File: config.mk
export PLATFORM = sky130hd
export DESIGN_NAME = frag_if_stage
export DESIGN_NICKNAME = d
export VERILOG_FILES = /design/src/rtl/frag_pkg.sv /design/src/rtl/frag_if_pend_buf.sv /design/src/rtl/frag_if_stage.sv
export SDC_FILE = /design/constraint.sdc
export NUM_CORES = 1
export LEC_CHECK = 0
export ABC_AREA = 0
export CORE_ASPECT_RATIO = 1.75
export CORE_MARGIN = 1
export CORE_UTILIZATION = 45
export CTS_BUF_LIST = sky130_fd_sc_hd__clkbuf_8
export DETAILED_ROUTE_END_ITERATION = 6
export PLACE_DENSITY = 0.71
export REMOVE_ABC_BUFFERS = 1
export SLEW_MARGIN = 40
export SYNTH_ARGS = -nofsm -noshare
export SYNTH_HDL_FRONTEND = slang
export SYNTH_SLANG_ARGS = --single-unit
File: constraint.sdc
create_clock -name sys_clk -period 2.6 [get_ports sys_clk]
set_clock_uncertainty 0.2 [all_clocks]
set_input_delay 0.52 -clock sys_clk [delete_from_list [all_inputs] [get_ports sys_clk]]
set_output_delay 0.52 -clock sys_clk [all_outputs]
set_load 0.01 [all_outputs]
File: src/rtl/frag_pkg.sv
`default_nettype none
// +----------------------------------------------------------------------+
// | frag_pkg : shared constants and types for the fetch stage            |
// | Revision : 1.0                                                       |
// +----------------------------------------------------------------------+
package frag_pkg;

  localparam logic [31:0] NOP_INSTR = 32'h0000_0013;

  localparam int unsigned HOLD_LOAD_USE = 0;
  localparam int unsigned HOLD_EXT      = 1;
  localparam int unsigned HOLD_START    = 2;

  typedef enum logic [1:0] {
    IDLE  = 2'd0,
    FETCH = 2'd1,
    WAIT  = 2'd2,
    DROP  = 2'd3
  } if_state_t;

endpackage
`default_nettype wire

File: src/rtl/frag_if_pend_buf.sv
`default_nettype none
// +----------------------------------------------------------------------+
// | frag_if_pend_buf : one-entry {pc, instr} buffer for held responses   |
// | Revision : 1.0                                                       |
// +----------------------------------------------------------------------+
module frag_if_pend_buf
  import frag_pkg::*;
#(
  parameter int unsigned XLEN = 32
) (
  input  logic            clk,
  input  logic            rst,
  input  logic            load,
  input  logic            pop,
  input  logic            clear,
  input  logic [XLEN-1:0] load_pc,
  input  logic [31:0]     load_instr,
  output logic            valid,
  output logic [XLEN-1:0] pc,
  output logic [31:0]     instr
);

  logic            valid_q, valid_d;
  logic [XLEN-1:0] pc_q, pc_d;
  logic [31:0]     instr_q, instr_d;

  always_comb begin
    valid_d = valid_q;
    pc_d    = pc_q;
    instr_d = instr_q;
    if (clear) begin
      valid_d = 1'b0;
    end else if (load) begin
      valid_d = 1'b1;
      pc_d    = load_pc;
      instr_d = load_instr;
    end else if (pop) begin
      valid_d = 1'b0;
    end
  end

  always_ff @(posedge clk) begin
    if (rst) begin
      valid_q <= 1'b0;
      pc_q    <= '0;
      instr_q <= NOP_INSTR;
    end else begin
      valid_q <= valid_d;
      pc_q    <= pc_d;
      instr_q <= instr_d;
    end
  end

  assign valid = valid_q;
  assign pc    = pc_q;
  assign instr = instr_q;

endmodule
`default_nettype wire

File: src/rtl/frag_if_stage.sv
`default_nettype none
// +----------------------------------------------------------------------+
// | frag_if_stage : instruction fetch + IF/ID register                   |
// | Optional bubble counter port enabled by FRAG_IF_PERF_EN              |
// | Revision : 1.0                                                       |
// +----------------------------------------------------------------------+
module frag_if_stage
  import frag_pkg::*;
#(
  parameter int unsigned     XLEN     = 32,
  parameter logic [XLEN-1:0] RESET_PC = '0,
  parameter int unsigned     PC_STEP  = 4
) (
  input  logic            sys_clk,
  input  logic            sys_rst,
  input  logic [2:0]      flag_hold,
  input  logic            flag_flush,
  input  logic [XLEN-1:0] jb_target,
  output logic            imem_req_valid,
  input  logic            imem_req_ready,
  output logic [XLEN-1:0] imem_addr,
  input  logic            imem_rsp_valid,
  input  logic [31:0]     imem_rdata,
  output logic            id_valid,
  output logic [XLEN-1:0] id_pc,
  output logic [31:0]     id_instr
`ifdef FRAG_IF_PERF_EN
  ,
  output logic [31:0]     perf_bubble_cnt
`endif
);

  localparam logic [XLEN-1:0] STEP = XLEN'(PC_STEP);

  if_state_t       state_q, state_d;
  logic [XLEN-1:0] pc_q, pc_d;
  logic [XLEN-1:0] req_pc_q, req_pc_d;
  logic            id_valid_q, id_valid_d;
  logic [XLEN-1:0] id_pc_q, id_pc_d;
  logic [31:0]     id_instr_q, id_instr_d;

  logic            hold_any, accept, rsp_in_wait;
  logic            pend_load, pend_pop, pend_clear, pend_valid;
  logic [XLEN-1:0] pend_pc;
  logic [31:0]     pend_instr;

  frag_if_pend_buf #(.XLEN(XLEN)) u_pend (
    .clk       (sys_clk),
    .rst       (sys_rst),
    .load      (pend_load),
    .pop       (pend_pop),
    .clear     (pend_clear),
    .load_pc   (req_pc_q),
    .load_instr(imem_rdata),
    .valid     (pend_valid),
    .pc        (pend_pc),
    .instr     (pend_instr)
  );

  always_comb begin
    hold_any       = |flag_hold;
    imem_req_valid = (state_q == FETCH) & ~pend_valid & ~flag_hold[HOLD_START];
    imem_addr      = pc_q;
    accept         = imem_req_valid & imem_req_ready;
    rsp_in_wait    = (state_q == WAIT) & imem_rsp_valid;

    state_d    = state_q;
    pc_d       = pc_q;
    req_pc_d   = req_pc_q;
    id_valid_d = id_valid_q;
    id_pc_d    = id_pc_q;
    id_instr_d = id_instr_q;
    pend_load  = 1'b0;
    pend_pop   = 1'b0;
    pend_clear = 1'b0;

    if (accept) begin
      req_pc_d = pc_q;
      pc_d     = pc_q + STEP;
    end

    unique case (state_q)
      IDLE:    if (!flag_hold[HOLD_START]) state_d = FETCH;
      FETCH:   if (accept) state_d = WAIT;
               else if (flag_hold[HOLD_START]) state_d = IDLE;
      WAIT:    if (imem_rsp_valid) state_d = FETCH;
      DROP:    if (imem_rsp_valid) state_d = FETCH;
      default: state_d = IDLE;
    endcase

    if (flag_flush) begin
      id_valid_d = 1'b0;
      id_instr_d = NOP_INSTR;
      pend_clear = 1'b1;
      pc_d       = jb_target;
      // A stale response still in flight must be swallowed before refetching;
      // once it has arrived (even in DROP) nothing is outstanding any more.
      unique case (state_q)
        IDLE:    state_d = IDLE;
        FETCH:   state_d = accept ? DROP : FETCH;
        WAIT:    state_d = imem_rsp_valid ? FETCH : DROP;
        DROP:    state_d = imem_rsp_valid ? FETCH : DROP;
        default: state_d = IDLE;
      endcase
    end else if (!hold_any) begin
      if (pend_valid) begin
        id_valid_d = 1'b1;
        id_pc_d    = pend_pc;
        id_instr_d = pend_instr;
        pend_pop   = 1'b1;
      end else if (rsp_in_wait) begin
        id_valid_d = 1'b1;
        id_pc_d    = req_pc_q;
        id_instr_d = imem_rdata;
      end else begin
        id_valid_d = 1'b0;
        id_instr_d = NOP_INSTR;
      end
    end else if (rsp_in_wait) begin
      pend_load = 1'b1;
    end
  end

  always_ff @(posedge sys_clk) begin
    if (sys_rst) begin
      state_q    <= IDLE;
      pc_q       <= RESET_PC;
      req_pc_q   <= '0;
      id_valid_q <= 1'b0;
      id_pc_q    <= '0;
      id_instr_q <= NOP_INSTR;
    end else begin
      state_q    <= state_d;
      pc_q       <= pc_d;
      req_pc_q   <= req_pc_d;
      id_valid_q <= id_valid_d;
      id_pc_q    <= id_pc_d;
      id_instr_q <= id_instr_d;
    end
  end

  assign id_valid = id_valid_q;
  assign id_pc    = id_pc_q;
  assign id_instr = id_instr_q;

`ifdef FRAG_IF_PERF_EN
  logic [31:0] bubble_cnt_q, bubble_cnt_d;
  logic        bubble_load;

  always_comb begin
    bubble_load  = flag_flush | (~hold_any & ~pend_valid & ~rsp_in_wait);
    bubble_cnt_d = bubble_cnt_q;
    if (!flag_hold[HOLD_START] && bubble_load) bubble_cnt_d = bubble_cnt_q + 32'd1;
  end

  always_ff @(posedge sys_clk) begin
    if (sys_rst) bubble_cnt_q <= '0;
    else         bubble_cnt_q <= bubble_cnt_d;
  end

  assign perf_bubble_cnt = bubble_cnt_q;
`endif

endmodule
`default_nettype wire

==> flow_summary.yaml, run 1 <==
clocking:
  root_buffer: "clkbuf_8"
  cts_buffers: 17
  postCtsSetupBuffers: 0
  clockBufferDepth: 2
  path_clk_slew_ns: 0.09
  hold_buffers: 0
  clock_sinks: 196
  cts_max_level: 4
  clk_latency_ns: 0.47
  cts_tree: "built"
die:
  die_w_um: 105.0
  row_count: 65
  die_area_um2: 19150
  die_h_um: 182.3
  ios: 170
  core-area_um2: 18140
  initial_core_util_pct: 46.10
critical_path:
  r2r_start: "u_pend.valid"
  start_kind: "primary input"
  critical_path_class: "in2out"
  worstPathCellList: "clkdlybuf4s50_1, or4b_4, inv_2, clkbuf_2"
  worst_r2r_endpoint: "imem_addr[22]"
  end_kind: "output port"
  reg2reg_slack_ns: 0.28
  critPathArrivalTime_ns: 1.75
  slowest_delay_ns: 0.53
  r2r_cells: 7
  cp_max_fo: 4
  slowest_stage: "or4b_4"
  required_ns: 1.88
worst_hold_path:
  holdCritPathClass: "reg2reg"
  hold_depth: 2
  hold_end: "id_instr[17]"
  hp-start: "id_instr[17]"
synth:
  synthArstFlopShare_pct: 0
  ys_ff_latch: 196
  yosysUniqueCellTypes: 47
  syn-mean-instance-area_um2: 8.205
  synth_ff_type: "dfxtp_1"
  synth_area_um2: 8361
  yosysSeqAreaShare_pct: 46.93
  synth_enable_flop_cells: 0
  synthCells: 1019
  yosys_warnings: 0
finish:
  syn2layout_area_growth_pct: 32.55
  postLayoutCellArea_um2: 11080
  layout.nets: 1264
  fillers: 1675
  drive_gt1_share_pct: 11.13
  fin_util_pct: 61.10
  diodes: 0
timing:
  layout_setup_ws_ns: 0.1347
  rsz0062_at_grt: "false"
  hold_viol_final: 0
  tightest_slew_ns: 0.7590
  timing.final.crit_share_pct: 94.82
  fmax_ghz: 0.4056
  slew_violations: 0
  min_period_ns: 2.465
  final.setup.tns_ns: 0
  max_slew_margin_pct: 49.40
  setup_viol: 0
routing:
  drc: 0
  first_pass_iters: 5
  dr_total_vias: 7864
  wl_per_cell_um: 16.34
  drtIter0Drc: 342
  ant_nets: 0
  via_per_inst: 5.469
  wirelength_um: 23490
global_routing:
  grt-busiest-layer: "met2"
  grt.overflow.total: 0
  grtUsageMet1_pct: 28.58
  grt_max_degree: 67
  track_usage_pct: 24.64
  grt_pass1_vias: 7385
  gr-usage-met2_pct: 45.99
  grt_first_pass_wirelength_um: 37660
  antenna_found_initial: 0
  gr-usage-met3_pct: 3.571
job:
  maxCapViolations: 0
place:
  hpwl_um: 16310
  port-buffer-count: 169
  gp_congestion: 0.9097
  pre_cts_ws_ns: -0.3707
  placed_area_um2: 10690
power:
  p_per_area_nw_per_um2: 508.5
  design_power_total_uw: 5636
  power.leakage_uw: 0.003594
  peakVddDrop_mv: 0.2704
run_status:
  status: "completed"
-- through the flow --
| stage | hold slack [ns] | std cells |
|---|---|---|
| 6_report | 0.2541 | 1438 |
| 5_1_grt | 0.2688 | 1438 |
| 4_1_cts | 0.2533 | 1438 |
| 3_5_place_dp | 0.2437 | 1406 |
| 3_3_place_gp | 0.2376 | 1406 |
| 2_1_floorplan | 0.2268 | 939 |
-- state kept, by name, summed over array words and instances, names as in the netlist --
| signal | count |
|---|---|
| u_pend.valid | 1 |
| id_instr | 32 |
| imem_addr | 32 |
| u_pend.instr | 32 |
| req_pc_q | 32 |
| u_pend.pc | 32 |
| id_pc | 32 |
| state_q | 2 |
| id_valid | 1 |
-- layer usage --
layer	part of all wire, %	vias to the layer above
li1	-	3920
met1	42	3717
met2	53	203
met3	3.6	24
met4	1.5	0
met5	0	-
-- report_power, final --
group / switching (uW) / internal [uW] / total, uW / leakage, uW
combinational: 260 / 277 / 537 / 0.00180
sequential: 60.6 / 3040 / 3100 / 0.00159
clock: 1090 / 906 / 1990 / 0.000206
-- worst max-delay path, delay by kind of cell --
family | cells | cell delay [ns]
buffers and inverters | 3 | 0.70
and+or+nand+nor | 1 | 0.53
-- how the worst max path moves through the flow --
stage,from,endpoint,slack (ns),cells past startpoint
2_1_floorplan,u_pend.valid,id_pc[0],-3.82,3
3_3_place_gp,flag_hold[2],imem_addr[24],-0.34,8
3_5_place_dp,flag_hold[2],imem_addr[24],-0.37,8
4_1_cts,flag_hold[2],imem_req_valid,0.01,4
5_1_grt,flag_hold[2],imem_addr[24],0.03,8
6_report,flag_hold[2],imem_req_valid,0.13,4
-- cell usage in the layout, fill, tap and decap left out, drive strengths merged, types with 3 or more instances in the layout --
| master | n |
|---|---|
| a21oi | 128 |
| buf | 65 |
| a31oi | 3 |
| a211oi | 43 |
| or4 | 9 |
| clkbuf | 20 |
| and4 | 12 |
| clkdlybuf4s50 | 167 |
| a311o | 4 |
| a2111oi | 6 |
| or3 | 7 |
| a311oi | 9 |
| nor4 | 8 |
| o21ai | 3 |
| and2 | 5 |
| nand3 | 43 |
| nand2 | 248 |
| inv | 18 |
| clkinv | 4 |
| and3 | 5 |
| xnor2 | 5 |
| nand4 | 19 |
| nor2 | 64 |
| nor3 | 11 |
| nand3b | 5 |
| mux2i | 37 |
| o31ai | 7 |
| a211o | 3 |
| mux2 | 29 |
| dfxtp | 196 |
-- layout make-up --
class | instances | area, um2 | share of cell area, %
clock buffers | 19 | 261.5 | 2.360
clock inverters | 13 | 135.1 | 1.219
inverters | 13 | 48.80 | 0.4403
multi-input cells | 730 | 4106 | 37.06
flip-flops and latches | 196 | 3928 | 35.44
well taps | 234 | 292.8 | 2.642
repair buffers | 233 | 2310 | 20.84
-- logic make-up after synthesis --
family | after synthesis | synth area share, %
adders and majority gates | 1 | 0.1496
DFF | 196 | 46.93
and+or+nand+nor | 443 | 23.89
muxes | 66 | 8.336
buffers and inverters | 93 | 4.340
xor gates and xnor gates | 7 | 0.7333
AOI/OAI and AO/OA | 213 | 15.62
-- Yosys cell counts (all sizes together) (2+ instances only) --
cell type	count	area (um2)
and3	5	31.28
and4	12	105.1
and2	5	31.28
inv	13	48.79
clkbuf	67	251.5
a311o	4	40.04
nand2	248	930.9
a21oi	128	640.6
xnor2	5	43.79
nand4	19	118.9
mux2	29	326.6
nor2	64	240.2
o31ai	7	52.55
nand3	43	215.2
xor2	2	17.52
mux2i	37	370.4
nor4	8	65.06
o21ai	3	15.01
a311oi	9	78.83
nand3b	5	37.54
a211o	3	26.28
a2111oi	6	55.05
nor4b	2	17.52
or3	7	43.79
a211oi	43	322.8
dfxtp	196	3924
buf	13	62.56
a31oi	3	18.77
or4	9	67.56
nor3b	2	15.01
nor3	11	55.05
-- repair_timing --
action,4_1_cts,5_1_grt
gates resized for setup,3,2
cloned,0,0
setup endpoints to repair,1,2
Note: power is estimated with default switching activity, not from simulation.
==> inputs of run 2 (changes only) <==
Settings changed: GPL_ROUTABILITY_DRIVEN from default to 0.
==> results of run 2 <==
Same layout as run 1: the final DEF is identical, and so are final timing and power.
==> inputs of run 3 (changes only) <==
Settings changed: CORE_ASPECT_RATIO 1.75 to default.
Clock period 2.6 ns to 2.9 ns, I/O delays scaled along.
==> flow_summary.yaml, run 3 (synthesis gave the netlist of run 1 again) <==
clocking:
  cts_max_level: 4
  clockBufferDepth: 2
  hold_buffers: 0
  cts_buffers: 17
  clk_latency_ns: 0.46
  cts_tree: "built"
  root_buffer: "clkbuf_8"
  ctsResizeCount: 2
  clock_sinks: 196
  postCtsSetupBuffers: 0
  path_clk_slew_ns: 0.09
finish:
  fin_util_pct: 60.57
  diodes: 0
  layout.nets: 1243
  syn2layout_area_growth_pct: 31.04
  drive_gt1_share_pct: 9.500
  final_cell_mix: "nand2_1, dfxtp_1, clkdlybuf4s50_1, a21oi_1, nor2_1"
  mostFrequentLayoutCell: "nand2_1"
routing:
  ant_nets: 0
  drtIter0Drc: 664
  first_pass_iters: 7
  dr_total_vias: 7797
  via_per_inst: 5.538
  drc: 16
  wirelength_um: 23260
  wl_per_cell_um: 16.52
die:
  ios: 170
  row_count: 49
  die_h_um: 138.3
  die_area_um2: 19130
  initial_core_util_pct: 46.23
  core-area_um2: 18090
  die_w_um: 138.3
run_status:
  status: "finished with violations"
  violations: "DRC"
critical_path:
  worstPathCellList: "clkdlybuf4s50_1, or4b_4, inv_2, dlygate4sd2_1"
  critPathArrivalTime_ns: 1.90
  required_ns: 2.12
  start_kind: "primary input"
  r2r_start: "state_q[0]"
  slowest_delay_ns: 0.52
  end_kind: "output port"
  r2r_cells: 6
  critical_path_class: "in2out"
  slowest_stage: "or4b_4"
  setup.worst_path.start: "flag_hold[2]"
  cp_max_fo: 3
power:
  p_per_area_nw_per_um2: 470.9
  peakVddDrop_mv: 0.2896
  p_sw_share_pct: 23.30
  design_power_total_uw: 5159
  power_switching_uw: 1202
  clkPwrFrac_pct: 37.0
  power.leakage_uw: 0.003495
  p_comb_share_pct: 8.8
  seq_power_share_pct: 54.1
  intPower_uw: 3957
worst_hold_path:
  holdCritPathClass: "reg2reg"
  hp-start: "u_pend.instr[28]"
  hold_depth: 2
timing:
  layout_setup_ws_ns: 0.2241
  slew_violations: 0
  rsz0062_at_grt: "false"
  setup_viol: 0
  tightest_slew_ns: 0.7489
  timing.final.crit_share_pct: 92.27
  max_slew_margin_pct: 50.07
  fmax_ghz: 0.3737
  hold_viol_final: 0
  min_period_ns: 2.676
global_routing:
  grt_pass1_vias: 7168
  antenna_found_initial: 0
  grt.overflow.total: 0
  grt_max_degree: 74
  track_usage_pct: 24.54
  grt_first_pass_wirelength_um: 37780
place:
  pre_cts_ws_ns: -0.2343
  port-buffer-count: 169
  hpwl_um: 15410
job:
  maxCapViolations: 0
run 3: cell types whose count changed in the layout (fill, tap and decap cells not counted), moves of 2 or more:
cell / change
buf_4: -21
bufinv_16: +2
inv_1: -3
clkinv_4: -3
run 3: worst max-delay path: cells and delay by family:
kind	cells	cell delay (ns)
buffers and inverters	3	0.80
AND/OR/NAND/NOR	1	0.52
run 3: final timing paths:
path | endpoint | slack (ns)
setup reg to reg | imem_addr[19] | 0.39
setup / recovery | imem_req_valid | 0.22
hold / removal | u_pend.instr[28] | 0.25
hold reg to reg | u_pend.instr[28] | 0.25
run 3: through the flow:
| step | instances | cell area [um2] | TNS (ns) | hold WS [ns] |
|---|---|---|---|---|
| floorplan | 939 | 8046 | -375.98 | 0.2268 |
| global placement | 1380 | 10520 | -0.8551 | 0.2379 |
| detailed placement | 1380 | 10520 | -1.638 | 0.2453 |
| CTS | 1408 | 10950 | 0 | 0.2587 |
| global route | 1408 | 10960 | 0 | 0.2748 |
| finish | 1408 | 10960 | 0 | 0.2550 |
run 3: layer usage:
layer	share of wire (%)	GRT usage, %	vias up
met4	2.6	10.29	0
met2	47	39.35	232
li1	-	-	3871
met3	5.1	4.087	34
met1	46	32.74	3660
met5	0	0	-
run 3: power groups by stage:
stage | combinational (uW) | sequential, uW | clock (uW)
3_3_place_gp | 450 | 2850 | 0
3_5_place_dp | 452 | 2850 | 0
4_1_cts | 454 | 2790 | 1960
5_1_grt | 489 | 2800 | 2060
2_1_floorplan | 131 | 2850 | 0
6_report | 455 | 2790 | 1910
run 3: final cells by class:
type	count	area, um2
clock inverters	8	150.1
fillers	1582	7131
flip-flops and latches	196	3928
well taps	229	286.5
clock buffers	20	275.3
multi-input cells	730	4111
repair buffers	212	2156
inverters	13	48.80
